==> config.mk <==
export PLATFORM = sky130hd
export DESIGN_NAME = accumulator_control_unit
export DESIGN_NICKNAME = d
export VERILOG_FILES = /design/src/rtl/accumulator_control_unit.sv
export SDC_FILE = /design/constraint.sdc
export NUM_CORES = 1
export LEC_CHECK = 0
export CAP_MARGIN = 20
export CORE_MARGIN = 5
export CORE_UTILIZATION = 30
export DETAILED_ROUTE_END_ITERATION = 8
export SETUP_SLACK_MARGIN = 0.4
export SYNTH_ARGS = -nofsm -noshare
export SYNTH_HDL_FRONTEND = slang
export SYNTH_SLANG_ARGS = --single-unit
export TNS_END_PERCENT = 50
==> constraint.sdc <==
create_clock -name i_clk -period 1.79 [get_ports i_clk]
set_input_delay 0.358 -clock i_clk [delete_from_list [all_inputs] [get_ports i_clk]]
set_output_delay 0.358 -clock i_clk [all_outputs]
set_load 0.05 [all_outputs]
==> src/rtl/accumulator_control_unit.sv <==
// accumulator_control_unit: multi-cycle fetch/decode/execute sequencer owning pc, ir and acc for the 16-bit accumulator machine
module accumulator_control_unit #(
  parameter int MEM_DEPTH = 16384
) (
  input  logic        i_clk,
  input  logic        i_reset,
  input  logic        i_start,
  output logic [15:0] o_mem_addr,
  output logic [15:0] o_mem_wdata,
  output logic        o_mem_we,
  input  logic [15:0] i_mem_rdata,
  output logic [3:0]  o_alu_opcode,
  output logic [15:0] o_alu_op1,
  output logic [15:0] o_alu_op2,
  input  logic [15:0] i_alu_result,
  output logic [15:0] o_acc,
  output logic [15:0] o_pc,
  output logic        o_busy,
  output logic        o_halted,
  output logic        o_error
);
  typedef enum logic [2:0] {S_IDLE, S_FETCH, S_DECODE, S_MREAD, S_MWRITE, S_EXEC, S_HALT} state_t;
  localparam logic [3:0] OP_LOAD = 4'h1, OP_STORE = 4'h2, OP_ALU = 4'h3, OP_JUMP = 4'h4,
                         OP_JZ = 4'h5, OP_JNZ = 4'h6, OP_LOADI = 4'h7;
  state_t      r_state, w_state_d;
  logic [15:0] r_pc, r_ir, r_acc, w_pc_d, w_ir_d, w_acc_d, w_addr12, w_addr8, w_pc_inc;
  logic        r_error, w_error_d, w_take;
  logic [3:0]  w_op, w_dec_op;
  assign w_op     = r_ir[15:12];
  assign w_dec_op = i_mem_rdata[15:12];
  assign w_addr12 = {4'b0, r_ir[11:0]};
  assign w_addr8  = {8'b0, r_ir[7:0]};
  assign w_pc_inc = (r_pc == 16'(MEM_DEPTH - 1)) ? 16'd0 : r_pc + 16'd1;
  assign w_take   = (w_op == OP_JUMP) || (w_op == OP_JZ && r_acc == 16'd0) || (w_op == OP_JNZ && r_acc != 16'd0);
  always_ff @(posedge i_clk or posedge i_reset) begin
    if (i_reset) begin
      r_state <= S_IDLE;
      r_pc    <= '0;
      r_ir    <= '0;
      r_acc   <= '0;
      r_error <= 1'b0;
    end else begin
      r_state <= w_state_d;
      r_pc    <= w_pc_d;
      r_ir    <= w_ir_d;
      r_acc   <= w_acc_d;
      r_error <= w_error_d;
    end
  end
  // Decode looks at the fetched word directly; ir only becomes valid from S_MREAD/S_MWRITE/S_EXEC on
  always_comb begin
    w_state_d    = r_state;
    w_pc_d       = r_pc;
    w_ir_d       = r_ir;
    w_acc_d      = r_acc;
    w_error_d    = r_error;
    o_mem_addr   = '0;
    o_mem_we     = 1'b0;
    o_alu_opcode = '0;
    case (r_state)
      S_IDLE: begin
        w_state_d = i_start ? S_FETCH : S_IDLE;
        w_pc_d    = i_start ? 16'd0 : r_pc;
      end
      S_FETCH: begin
        o_mem_addr = r_pc;
        w_state_d  = S_DECODE;
      end
      S_DECODE: begin
        w_ir_d    = i_mem_rdata;
        w_pc_d    = w_pc_inc;
        w_error_d = w_dec_op[3];
        w_state_d = (w_dec_op == OP_LOAD || w_dec_op == OP_ALU) ? S_MREAD :
                    (w_dec_op == OP_STORE) ? S_MWRITE :
                    (w_dec_op inside {OP_JUMP, OP_JZ, OP_JNZ, OP_LOADI}) ? S_EXEC : S_HALT;
      end
      S_MREAD: begin
        o_mem_addr = (w_op == OP_ALU) ? w_addr8 : w_addr12;
        w_state_d  = S_EXEC;
      end
      S_MWRITE: begin
        o_mem_addr = w_addr12;
        o_mem_we   = 1'b1;
        w_state_d  = S_FETCH;
      end
      S_EXEC: begin
        o_alu_opcode = (w_op == OP_ALU) ? r_ir[11:8] : 4'd0;
        w_acc_d      = (w_op == OP_LOAD) ? i_mem_rdata :
                       (w_op == OP_ALU) ? i_alu_result :
                       (w_op == OP_LOADI) ? w_addr12 : r_acc;
        w_pc_d       = w_take ? w_addr12 : r_pc;
        w_state_d    = S_FETCH;
      end
      S_HALT: begin
        w_state_d = i_start ? S_FETCH : S_HALT;
        w_pc_d    = i_start ? 16'd0 : r_pc;
        w_error_d = i_start ? 1'b0 : r_error;
      end
      default: w_state_d = S_IDLE;
    endcase
  end
  assign o_mem_wdata = r_acc;
  assign o_alu_op1   = r_acc;
  assign o_alu_op2   = i_mem_rdata;
  assign o_acc       = r_acc;
  assign o_pc        = r_pc;
  assign o_busy      = (r_state != S_IDLE) && (r_state != S_HALT);
  assign o_halted    = (r_state == S_HALT);
  assign o_error     = r_error;
endmodule

==> metrics.yaml <==
status: "finished with violations"
failed_checks: "setup timing"
fin_skew_ns: 0.003514
viasPerCell: 5.263
via_count: 3679
startpoint_type: "flip-flop"
grt_pass1_wl_um: 20170
cp.required_ns: 1.43
core_area_mm2: 0.01142
rows: 39
nets: 591
cts_buffers: 5
synth-seq-cells: 52
diodes: 0
io_buffers: 138
fmax_mhz: 495.5
antenna_found_initial: 0
finalCriticalPeriod_ns: 2.018
stdcell_count: 699
cts_root_buf: "clkbuf_16"
overflow: 0
die-area_mm2: 0.01390
synth_top_family_by_area: "compound AO/OA/AOI/OAI gates"
drt-initial-drc-count: 227
synth_edf_count: 0
synth-compound-area-share_pct: 19.63
r2r-start: "o_acc[12]"
syn_area_mm2: 0.003492
setup_viol: 38
postSynthCellCount: 373
die_y_um: 117.9
drtAntennaViolNets: 0
cts.sinks: 52
layout-drive-gt1-share_pct: 66.19
synth.distinct_cells: 54
r2r_slack_ns: -0.19
synth-xor-area-share_pct: 0.2508
reg2reg_to: "o_pc[0]"
crit_type: "flip-flop to primary output"
max_slew_margin_pct: 67.17
hold_violations: 0
final_core_util_pct: 61.67
syn_nets: 409
hold_path_class: "primary input to async pin"
worst_slew_pin_slew_ns: 0.4887
arrival_ns: 1.66
whs_ns: 0.4038
synthArstFlopShare_pct: 100.0
cts_tree: "built"
grt_max_degree: 43
rsz0062_at_grt: "yes"
endpoint_kind: "primary output"
yosysSeqAreaShare_pct: 37.26
io_pins: 139
power.total_mw: 15.91
cts_buffer_depth: 2
wl_per_cell_um: 19.30
grtUsageTotal_pct: 17.62
drt_first_pass_iters: 4
yosysWarnings: 0
synth-simple-area-share_pct: 16.84
clk_pin_slew_ns: 0.07
gp_congestion: 0.8562
fin_crit_sh_pct: 112.7
worstPathMaxFanout: 6
maxSlewViolCount: 0
rr_worst_depth: 5
setup_ws_ns: -0.2281
initial_core_util_pct: 30.58
avgSynthCellArea_um2: 9.362
synthMuxAreaShare_pct: 11.04
htree_levels: 2
wl_um: 13490
hpwl_um: 9359
power_density_mw_per_mm2: 2259
max_cap_violations: 0
post-route-drc-count: 0
clock_latency_ns: 0.29
ir_worst_vdd_v: 0.001716
synthAdderAreaFrac_pct: 0.3583
synth-main-ff-cell: "dfrtp_1"
syn_to_final_growth_pct: 101.6
dp_cells: 655
die_w_um: 117.9
cellLeakagePower_nw: 3.125
first_global_vias: 3692
cell usage in the layout, fill, tap and decap left out, drive strengths merged, types with 2 or more instances in the layout:
cell type      synthesis  routed
buf                   59     203
or2                    2       2
nor4                  11      11
or4                    2       2
mux2i                 19      19
and2                   7       7
o21ai                 21      21
nand4                  3       3
dfrtp                 52      52
nor3                   4       4
a21o                   3       3
nor2                  25      25
clkbuf                 7       9
o2bb2ai                4       4
clkdlybuf4s50          0      18
o22ai                  6       6
a22o                  20      20
a21oi                 17      17
o31ai                 10      10
inv                   11      10
nand2                 35      36
a22oi                  5       5
and3                   2       2
a2bb2oi                3       3
nor2b                  2       2
dlygate4sd2            0      16
mux2                  17      17
nand3                 11      11
synthesized netlist by cell type (all sizes together), types with 2 or more instances:
cell	instances	share of area, %
or2	2	0.36
nand4	3	0.54
nand3	11	2.0
o21ai	21	3.1
o2bb2ai	4	1.0
buf	59	13
or4	2	0.43
mux2	17	5.6
nor2b	2	0.43
and3	2	0.36
a22oi	5	1.1
mux2i	19	5.4
nand2	35	3.8
o31ai	10	2.1
o22ai	6	1.1
inv	11	1.2
clkbuf	7	0.75
a21oi	17	2.5
nor2	25	2.8
and2	7	1.3
nor4	11	2.8
a21o	3	0.86
nor3	4	0.57
dfrtp	52	37
a22o	20	5.0
a2bb2oi	3	0.75
cell families after synthesis:
group           after synthesis
compound gates               97
xor+xnor                      1
fa+ha+maj                     1
buf+inv                      77
flops                        52
mux                          36
simple gates                109
how the worst max path moves through the flow:
stage	to	slack, ns	startpoint	cells after the start
after floorplan	o_pc[14]	-0.11	o_pc[0]	6
after global placement	o_pc[0]	-0.21	o_acc[1]	5
after detailed placement	o_pc[0]	-0.30	o_acc[12]	5
after CTS	o_mem_addr[2]	-0.21	r_state[2]	6
after global routing	o_mem_addr[11]	-0.29	r_ir[15]	5
final	o_mem_addr[11]	-0.23	r_state[2]	6
critical path, cell delays in order, from the launching register on:
cell,delay [ns]
dfrtp_1,0.41
buf_12,0.15
nand2b_4,0.08
nor2_4,0.06
a31o_4,0.23
a32o_2,0.27
buf_8,0.16
area by class of cell:
type | instances | area (µm²)
Fill cell | 863 | 4377
Timing Repair Buffer | 240 | 2929
Multi-Input combinational cell | 245 | 2365
Sequential cell | 52 | 1341
Tap cell | 143 | 178.9
Clock buffer | 6 | 138.9
Inverter | 11 | 50.05
Clock inverter | 2 | 38.79
layer usage:
| layer | wire (µm) | vias to the layer above | GRT usage, % |
|---|---|---|---|
| li1 | - | 1685 | - |
| met1 | 5582 | 1838 | 21.64 |
| met2 | 6940 | 146 | 31.51 |
| met3 | 845 | 10 | 4.325 |
| met4 | 122 | 0 | 3.082 |
| met5 | 0 | - | 0 |
where the power goes:
| part | total (mW) | leakage, nW | internal [mW] | switching [mW] |
|---|---|---|---|---|
| combinational | 12.3 | 2.44 | 5.54 | 6.72 |
| clock | 1.14 | 0.0871 | 0.701 | 0.439 |
| sequential | 2.50 | 0.600 | 1.77 | 0.735 |
state kept, by name, indices dropped and copies added, names as in the netlist:
register	count
o_pc	16
r_ir	16
o_error	1
o_acc	16
r_state	3
metrics by stage:
stage / instance area (µm²) / setup WS, ns / setup TNS [ns]
finish: 7042 / -0.2281 / -5.473
global route: 7042 / -0.2866 / -7.953
CTS: 6506 / -0.2139 / -5.061
detailed placement: 5692 / -0.2980 / -3.455
global placement: 5692 / -0.2063 / -2.043
floorplan: 3896 / -0.1134 / -0.6781
timing repair:
action                                  in CTS  in global routing
setup buffers                               16                 12
hold buffers                                 0                  0
gates resized for setup                    145                103
pin swaps                                   17                 23
gates cloned                                 5                  3
endpoints found under the setup margin     101                117
Note: power is estimated with default switching activity, not from simulation.
